File: src/rtl/fact_pkg.sv
// Shared types and helpers for the sequential factorial unit.
package fact_pkg;

   typedef enum logic [1:0] {
      IDLE,
      CALC,
      DONE
   } fact_state_t;

   // The accumulator restarts from the multiplicative identity on every accepted request.
   localparam int FACT_ONE = 1;

   // Largest n whose factorial still fits in an out_w-bit unsigned result.
   function automatic int fact_max_n(input int out_w);
      logic [127:0] f;
      f = 128'd1;
      for (int k = 1; k < 35; k++) begin
         f = f * 128'(k);
         if ((f >> out_w) != 128'd0) return k - 1;
      end
      return 34;
   endfunction

endpackage

File: src/rtl/fact_mul.sv
// Combinational OUT_W x N_W multiplier step for fact_seq; hi_nz flags a product
// that no longer fits in OUT_W bits. Kept separate so it can be swapped for a pipelined unit.
module fact_mul #(
   parameter int OUT_W = 32,
   parameter int N_W   = 4
) (
   input  logic [OUT_W-1:0] a,
   input  logic [N_W-1:0]   b,
   output logic [OUT_W-1:0] prod_lo,
   output logic             hi_nz
);

   logic [OUT_W+N_W-1:0] prod;

   assign prod    = {{N_W{1'b0}}, a} * {{OUT_W{1'b0}}, b};
   assign prod_lo = prod[OUT_W-1:0];
   assign hi_nz   = |prod[OUT_W+N_W-1:OUT_W];

endmodule

File: src/rtl/fact_seq.sv
// Iterative n! unit, one multiply per clock, behind a start/done handshake.
// Define FACT_SEQ_SAT_EN to saturate result to all-ones when the true factorial overflows.
module fact_seq
   import fact_pkg::*;
#(
   parameter int N_W   = 4,
   parameter int OUT_W = 32
) (
   input  logic             clk,
   input  logic             rst,
   input  logic             start,
   input  logic [N_W-1:0]   n,
   output logic             busy,
   output logic             done,
   output logic [OUT_W-1:0] result,
   output logic             ovf
);

   fact_state_t      state_q;
   logic [OUT_W-1:0] acc_q;
   logic [N_W-1:0]   cnt_q;
   logic [OUT_W-1:0] result_q;
   logic             ovf_q;

   logic [OUT_W-1:0] acc_d;
   logic             hi_nz_d;

   fact_mul #(
      .OUT_W(OUT_W),
      .N_W  (N_W)
   ) u_mul (
      .a      (acc_q),
      .b      (cnt_q),
      .prod_lo(acc_d),
      .hi_nz  (hi_nz_d)
   );

   // NOTE: every register here uses <= so all updates see the pre-edge values of their peers.
   always_ff @(posedge clk) begin
      if (rst) begin
         state_q  <= IDLE;
         acc_q    <= '0;
         cnt_q    <= '0;
         result_q <= '0;
         ovf_q    <= 1'b0;
      end else begin
         case (state_q)
            IDLE: begin
               if (start) begin
                  acc_q   <= OUT_W'(FACT_ONE);
                  cnt_q   <= n;
                  ovf_q   <= 1'b0;
                  state_q <= CALC;
               end
            end
            CALC: begin
               // n=0 and n=1 fall straight through with acc still at one.
               if (cnt_q <= N_W'(1)) begin
                  state_q <= DONE;
`ifdef FACT_SEQ_SAT_EN
                  result_q <= ovf_q ? {OUT_W{1'b1}} : acc_q;
`else
                  result_q <= acc_q;
`endif
               end else begin
                  acc_q <= acc_d;
                  ovf_q <= ovf_q | hi_nz_d;
                  cnt_q <= cnt_q - N_W'(1);
               end
            end
            DONE:    state_q <= IDLE;
            default: state_q <= IDLE;
         endcase
      end
   end

   assign busy   = (state_q != IDLE);
   assign done   = (state_q == DONE);
   assign result = result_q;
   assign ovf    = ovf_q;

endmodule

File: config.mk
export PLATFORM = sky130hd
export DESIGN_NAME = fact_seq
export DESIGN_NICKNAME = d
export VERILOG_FILES = /design/src/rtl/fact_pkg.sv /design/src/rtl/fact_mul.sv /design/src/rtl/fact_seq.sv
export SDC_FILE = /design/constraint.sdc
export NUM_CORES = 1
export LEC_CHECK = 0
export ABC_AREA = 1
export BUFFER_PORTS_ARGS = -buffer_cell sky130_fd_sc_hd__buf_2
export CORE_MARGIN = 8
export CORE_UTILIZATION = 60
export CTS_CLUSTER_SIZE = 14
export DETAILED_ROUTE_END_ITERATION = 8
export GPL_TIMING_DRIVEN = 0
export PLACE_DENSITY = 0.9
export SLEW_MARGIN = 30
export SYNTH_ARGS = -nofsm -noshare
export SYNTH_HDL_FRONTEND = slang
export SYNTH_SLANG_ARGS = --single-unit
File: constraint.sdc
create_clock -name clk -period 7.7 [get_ports clk]
set_clock_uncertainty 0.05 [all_clocks]
set_input_delay 1.54 -clock clk [delete_from_list [all_inputs] [get_ports clk]]
set_output_delay 1.54 -clock clk [all_outputs]
set_load 0.005 [all_outputs]
# After elaboration in Yosys (flattened, before gate mapping)
# Index checks and enable logic that the tools add are counted.
dict set report word_totals {
  reg_bits 71
  wordCells 33
  output_inout_bits 35
}
dict set report classes {
  n_mul 1
  addsub 1
  order_cmp 1
  n_mux 12
  bitwise_logic 1
  eq_ne 5
  n_reduce_logical 7
}
# op n
set op_table {}
lappend op_table {{$mux W32} 2}
lappend op_table {{$pmux W32 S2} 1}
lappend op_table {{$mul A32 B4 Y36} 1}
lappend op_table {{$mux W4} 2}
lappend op_table {{$pmux W4 S2} 1}
lappend op_table {{$ne A2 B2 Y1 const B} 3}
lappend op_table {{$le A4 B1 Y1 const B} 1}
lappend op_table {{$mux W2} 2}
lappend op_table {{$pmux W2 S2} 1}
lappend op_table {{$reduce_and A2 Y1} 2}
lappend op_table {{$reduce_bool A2 Y1} 2}
lappend op_table {{$reduce_or A4 Y1} 1}
lappend op_table {{$sub A4 B1 Y4 const B} 1}
lappend op_table {{$reduce_and A3 Y1} 1}
lappend op_table {{$eq A2 B1 Y1 const B} 1}
lappend op_table {{$eq A2 B2 Y1 const B} 1}
lappend op_table {{$logic_not A2 Y1} 1}
lappend op_table {{$mux W1} 2}
lappend op_table {{$pmux W1 S2} 1}
lappend op_table {{$or A1 B1 Y1} 1}

# Longest topological paths before layout
# Gate-level depths: netlist of the first run.
dict set report logic_depth {
  ltp_word 5
  ltp_mapped 23
  ltp_nobuf 21
}

# Modules after synthesis
# From an unflattened synthesis of the first run, not the netlist that was laid out.
dict set report hier_totals {
  cells_unflattened 1152
  hier_area_um2 7497.2
}
# mod n_inst cells_per_inst area_each_um2
set modules_own_cells {}
lappend modules_own_cells {fact_mul 1 803 4710.8}
lappend modules_own_cells {fact_seq 1 349 2786.4}

# Least setup slack after synthesis of the first run
# Ideal clock, no wire load.
dict set report synth_path {
  path_kind {flip-flop to flip-flop}
  startpoint {register cnt_q[3]}
  endpoint {register acc_q[22]}
  synth_period_minus_slack_ns 3.493
  path_slack_ns 4.207
  arrival_time_ns 3.311
  required_time_ns 7.518
  n_path_buf 2
  path_stages_with_launch 17
  cell_sequence {dfxtp_1 -> buf_2 -> clkbuf_1 -> nand2_1 -> fa_1 -> inv_1 -> fa_1 -> fa_1 -> nand2_1 -> nand2_1 -> nand3_1 -> nand2_1 -> a21oi_1 -> o21ai_0 -> or2_2 -> nand3_1 -> a21oi_1}
}
dict set report synth_via {
  elab_chain_len 3
}
# element line
set synth_rtl {}
lappend synth_rtl {{start: declaration} fact_seq.sv:21} ;# logic [N_W-1:0] cnt_q;
lappend synth_rtl {{start signal: assignment} fact_seq.sv:51} ;# cnt_q <= n;
lappend synth_rtl {{start signal: assignment} fact_seq.sv:68} ;# cnt_q <= cnt_q - N_W'(1);
lappend synth_rtl {{$mul A32 B4 Y36 / $le A4 B1 Y1 (equally long branches)} {fact_mul.sv:15, fact_seq.sv:58}}
lappend synth_rtl {{$mux W32 / $ne A2 B2 Y1 (equally long branches)} n/a}
lappend synth_rtl {{$pmux W32 S2 / $reduce_and A3 Y1 (equally long branches)} n/a}
lappend synth_rtl {{end signal: assignment} fact_seq.sv:50} ;# acc_q <= OUT_W'(FACT_ONE);
lappend synth_rtl {{end: declaration} fact_seq.sv:20} ;# logic [OUT_W-1:0] acc_q;
# Parallel ways exist; a longest one is shown, timed or not. The select of a mux whose other input is x is not followed.
# A chain may end at the register's enable or synchronous reset.

# Final worst setup path of the first run
dict set report layout_path {
  startpoint {register cnt_q[1]}
  endpoint {register ovf_q, in the netlist ovf}
}
dict set report layout_via {
  elab_chain_len 5
}
# element line
set layout_rtl {}
lappend layout_rtl {{$mul A32 B4 Y36} fact_mul.sv:15} ;# assign prod = {{N_W{1'b0}}, a} * {{OUT_W{1'b0}}, b};
lappend layout_rtl {{$reduce_or A4 Y1} fact_mul.sv:17} ;# assign hi_nz = |prod[OUT_W+N_W-1:OUT_W];
lappend layout_rtl {{$or A1 B1 Y1} fact_seq.sv:67} ;# ovf_q <= ovf_q | hi_nz_d;
lappend layout_rtl {{$mux W1} fact_seq.sv:58} ;# if (cnt_q <= N_W'(1)) begin
lappend layout_rtl {{$pmux W1 S2} fact_seq.sv:47} ;# case (state_q)
lappend layout_rtl {{end signal: assignment} fact_seq.sv:67}
lappend layout_rtl {{end: declaration} fact_seq.sv:23} ;# logic ovf_q;
# Parallel ways exist; a longest one is shown, timed or not. The select of a mux whose other input is x is not followed.

==> flow_metrics.tcl, run 1 <==
set metrics [dict create \
    grt_pass1_vias 7243 \
    crit_chain "clkbuf_1, clkbuf_1, nand2_1, fa_1, inv_1, fa_1, fa_1, nand2_1, nand2_1, nand3_1, nand2_1, nand2_1, nand2_1, nand2_1, nand3_1, nand2_1, nand3_1, o21ai_1, a21oi_1" \
    max_stage_delay_ns 0.53 \
    final_cell_mix "nand2_1 (339), inv_1 (315), a21oi_1 (106)" \
    ys_warn_count 0 \
    yosysSeqAreaShare 0.192 \
    finalCritPeriodShare 0.553 \
    power_w 0.00108 \
    rr_worst_depth 19 \
    drtIter0Drc 737 \
    worst_slew_pin_slew_ns 0.777 \
    clock.fmax_mhz 235 \
    finalHoldViolations 0 \
    firstDrtPassIters 6 \
    worst-path-stages 19 \
    critPathTopFamily "adder cells" \
    vias_per_cell 5.41 \
    cts_tree "done" \
    cp.required_ns 7.88 \
    crit_top_cell "nand2_1" \
    crit_buf_inv 3 \
    detailed_place_hpwl_um 15900 \
    wl_um 20500 \
    synth_edf_count 0 \
    leakage_nw 4.85 \
    syn_area_mm2 0.00742 \
    min_path_type "reg2reg" \
    ioPinCount 42 \
    place_congestion 1.07 \
    cts-buffers-inserted 9 \
    cts_setup_buffers 0 \
    slew_violations 0 \
    power_density_mw_per_mm2 132 \
    rsz0062_at_grt "no" \
    setup_viol 0 \
    worst_path_max_delay_cell "fa_1" \
    critPathCaptureType "flop" \
    gr-total-overflow 0 \
    synth_seq_cells 71 \
    clock_latency_ns 0.34 \
    synth.top_cell.area_share 0.192 \
    cts_hold_buf 0 \
    track_usage 0.260 \
    drive_gt1_frac 0.0805 \
    coreArea_mm2 0.0121 \
    rows 40 \
    synthTopCellsByArea "dfxtp_1 (19%), nand2_1 (17%), fa_1 (16%)" \
    die_w_um 127 \
    grt_first_pass_wirelength_um 34300 \
    slew_headroom 0.482 \
    ant_nets 0 \
    vdd_drop_max_mv 0.0972 \
    dieHeight_um 127 \
    tns_ns 0 \
    place.port_buffers 41 \
    layout_commonest_cell "nand2_1" \
    cp.arrival_ns 4.44 \
    wl_per_cell_um 14.7 \
    post_cts_resized 0 \
    layout_min_cycle_time_ns 4.26 \
    start_util 0.615 \
    htree_levels 3 \
    grt_max_degree 14 \
    cp_max_fo 10 \
    drc 0 \
    antenna_found_initial 0 \
    critical_path_class "reg2reg" \
    clkTransAtPathRegs_ns 0.06 \
    ys.flop_type "dfxtp_1" \
    yosysTopAreaCell "dfxtp_1" \
    nNetsFinal 1334 \
    clkSinkCount 71 \
    cts_buffer_depth 2 \
    max-cap-violations 0 \
    vias 7566 \
    async_reset_ff_frac 0 \
    area_growth_syn_to_layout_pct 9.96 \
    syn_nets 1282 \
    cts_root_buffer "clkbuf_16" \
    min_path_cells 2 \
    synthesis.area_per_instance_um2 6.33 \
    synthCells 1173 \
    die_area_mm2 0.0162 \
    synth_cell_types 39 \
    status "finished clean" \
    crit_path_start_kind "flop" \
]
==> registers in the layout, summed over array words and instances (netlist names) <==
name / cells
cnt_q: 4
result: 32
ovf: 1
acc_q: 32
state_q: 2
==> cell families (layout without fill, tap and decap cells) <==
family,Yosys count,in the layout,share of synthesized area
simple gates,463,463,0.262
other cells,0,1,0
compound gates,180,180,0.130
fa+ha+maj,102,102,0.233
buf+inv,354,411,0.181
xor+xnor,3,3,0.00354
flops,71,71,0.192
==> report_power, final <==
group | internal (W) | total (W) | switching, W
registers | 0.000396 | 0.000408 | 0.0000129
logic | 0.0000598 | 0.000212 | 0.000153
clock network | 0.000286 | 0.000459 | 0.000173
==> layout make-up <==
type	count	area [µm²]
clock inverters	6	92.6
multi-input cells	748	4660
clock buffers	10	229
well taps	168	210
diodes	1	2.50
plain buffers	36	146
inverters	318	1190
flip-flops and latches	71	1420
repair buffers	41	205
fillers	946	3900
==> Yosys cell counts (6+ instances only) <==
library cell  number
nor3_1             8
nand2_2           10
fa_1              60
a21oi_1          106
ha_1              42
nor2_1            47
or2_2              6
dfxtp_1           71
inv_1            315
buf_2              9
clkbuf_1          27
o21ai_0           51
nand2_1          339
nand3b_1           6
nand3_1           27
==> final timing paths <==
| check | startpoint | endpoint | slack [ns] |
|---|---|---|---|
| setup / recovery | cnt_q[1] | ovf | 3.44 |
| hold / removal | result[1] | result[1] | 0.39 |
| setup reg to reg | cnt_q[1] | ovf | 3.44 |
| hold reg to reg | result[1] | result[1] | 0.39 |
==> through the flow <==
step | worst slack (ns) | hold WS (ns) | cell area (µm²) | util | std cells
after CTS | 3.52 | 0.392 | 8160 | 0.676 | 1398
after global placement | 3.63 | 0.379 | 7840 | 0.650 | 1382
after floorplan | 4.21 | 0.390 | 7420 | - | 1173
after global routing | 3.22 | 0.408 | 8160 | 0.676 | 1398
after detailed placement | 3.58 | 0.383 | 7840 | 0.650 | 1382
final | 3.44 | 0.387 | 8160 | 0.677 | 1399
==> metal layers <==
metal / global-route usage / vias to the layer above / wire length (µm)
li1: - / 3584 / -
met1: 0.334 / 3479 / 8300
met2: 0.410 / 446 / 9130
met3: 0.0557 / 57 / 2300
met4: 0.125 / 0 / 771
met5: 0 / - / 0
==> worst min-delay path, cell delays in order (launching register included) <==
cell and delay (ns):
dfxtp_1 0.30, inv_1 0.04, a21oi_1 0.05
Note: power is estimated with default switching activity, not from simulation.
==> run 2, diff against run 1 <==
==> constraint.sdc (replaced) <==
create_clock -name clk -period 4.1 [get_ports clk]
set_clock_uncertainty 0.05 [all_clocks]
set_input_delay 0.82 -clock clk [delete_from_list [all_inputs] [get_ports clk]]
set_output_delay 0.82 -clock clk [all_outputs]
set_load 0.005 [all_outputs]
==> run 2 against run 1 <==
- register-to-register slack worse by 3.3 ns
- largest power group unchanged
- global-route usage grew 0.098 points
- cell area rose by 0.44%
- critical path depth did not move
- setup slack worse by 3.3 ns
==> flow_metrics.tcl, run 2 (synthesis results as in run 1) <==
set metrics [dict create \
    htree_levels 3 \
    die_w_um 127 \
    grt_pass1_vias 7253 \
    cp.arrival_ns 4.13 \
    clkSinkCount 71 \
    cts_tree "done" \
    cts_root_buffer "clkbuf_16" \
    crit_chain "clkbuf_4, clkbuf_4, nand2_1, inv_1, fa_1, inv_1, fa_1, inv_1, ha_1, nand2_1, inv_1, a21oi_1, nand2_2, nand2_1, nand2_2, a31oi_1, or2_0, nand3_1, a21oi_1" \
    final_cell_mix "nand2_1 (337), inv_1 (315), a21oi_1 (103)" \
    drc 0 \
    cp-endpoint "acc_q[25]" \
    layout_commonest_cell "nand2_1" \
    die_area_mm2 0.0162 \
    worst_path_max_delay_cell "fa_1" \
    cts_buffer_depth 2 \
    dieHeight_um 127 \
    vias 7579 \
    layout_min_cycle_time_ns 3.91 \
    r2r_slack_ns 0.19 \
    track_usage 0.261 \
    leakage_nw 4.88 \
    critical_path_class "reg2reg" \
    place_congestion 1.07 \
    vdd_drop_max_mv 0.181 \
    drtIter0Drc 792 \
    clock.fmax_mhz 256 \
    fillers 937 \
    clkTransAtPathRegs_ns 0.06 \
    cts_setup_buffers 0 \
    min_path_cells 2 \
    rr_worst_depth 19 \
    fin_util 0.680 \
    finalHoldViolations 0 \
    coreArea_mm2 0.0121 \
    place.port_buffers 41 \
    cp_max_fo 10 \
    drive_gt1_frac 0.0919 \
    slew_headroom 0.571 \
    min_path_type "reg2reg" \
    worst_slew_pin_slew_ns 0.643 \
    cts-buffers-inserted 9 \
    grt_first_pass_wirelength_um 34400 \
    clock_latency_ns 0.34 \
    r2r-end "acc_q[25]" \
    max-cap-violations 0 \
    cp-startpoint "cnt_q[3]" \
    start_util 0.615 \
    nNetsFinal 1333 \
    slew_violations 0 \
    ant_nets 0 \
    detailed_place_hpwl_um 15900 \
    cts_hold_buf 0 \
    multiInputGateArea_mm2 0.00468 \
    wl_per_cell_um 14.7 \
    power_density_mw_per_mm2 248 \
    max_stage_delay_ns 0.53 \
    finalCritPeriodShare 0.954 \
    setup_viol 0 \
    status "finished clean" \
    critPathCaptureType "flop" \
    grt_max_degree 14 \
    rsz0062_at_grt "no" \
    power_w 0.00203 \
    cp.required_ns 4.32 \
    seqCellArea_mm2 0.00142 \
    crit_top_cell "inv_1" \
    area_growth_syn_to_layout_pct 10.5 \
    vias_per_cell 5.42 \
    firstDrtPassIters 9 \
    ioPinCount 42 \
    rows 40 \
    gr-total-overflow 0 \
    r2r_start "cnt_q[3]" \
    crit_path_start_kind "flop" \
    wl_um 20500 \
    antenna_found_initial 0 \
]
run 2: cell count changes in the layout (fill, tap and decap cells not counted), sizes merged:
cell,before,now
clkbuf,37,33
buf,50,53
run 2: power breakdown:
group	leakage, nW	switching [W]	internal [W]	total, W
Sequential	0.576	0.0000274	0.000743	0.000770
Combinational	4.15	0.000283	0.000119	0.000402
Clock	0.150	0.000320	0.000537	0.000857
Total	4.88	0.000630	0.00140	0.00203
run 2: what timing repair did:
item,in CTS,in global routing
gates cloned,0,0
endpoints found under the setup margin,4,16
resized for setup,4,29
run 2: worst max-delay path, delay by kind of cell (launching register included):
kind                       cells  cell delay (ns)
AOI/OAI and AO/OA              3             0.61
adders and majority gates      3             1.41
buffers and inverters          6             0.63
DFF                            1             0.29
and+or+nand+nor                7             0.84
run 2: how the worst min path moves through the flow:
stage	from	end	slack, ns
5_1_grt	result[27]	result[27]	0.41
4_1_cts	result[1]	result[1]	0.39
6_report	result[1]	result[1]	0.39
2_1_floorplan	result[0]	result[0]	0.39
3_5_place_dp	result[1]	result[1]	0.38
3_3_place_gp	result[0]	result[0]	0.38
run 2: final cells by class:
cell class                      instances  area share
Antenna cell                            1    0.000305
Buffer                                 35      0.0203
Clock buffer                           10      0.0279
Clock inverter                          6      0.0113
Inverter                              318       0.146
Multi-Input combinational cell        748       0.570
Sequential cell                        71       0.173
Tap cell                              168      0.0256
Timing Repair Buffer                   41      0.0250
run 2: per-layer routing:
layer	vias up	global-route usage	wire length [µm]
met4	0	0.132	822
li1	3583	-	-
met1	3474	0.335	8210
met2	458	0.410	9110
met3	64	0.0549	2380
met5	-	0	0
run 2: stage by stage:
stage                     hold slack (ns)  std cells  TNS, ns  cell area, µm²  setup slack [ns]
final                               0.388       1398        0            8200             0.190
after global routing                0.407       1397        0            8190            0.0119
after CTS                           0.392       1398        0            8160           0.00656
after detailed placement            0.383       1382  -0.0282            7840           -0.0171
after global placement              0.379       1382        0            7840            0.0302
after floorplan                     0.390       1173        0            7420             0.607
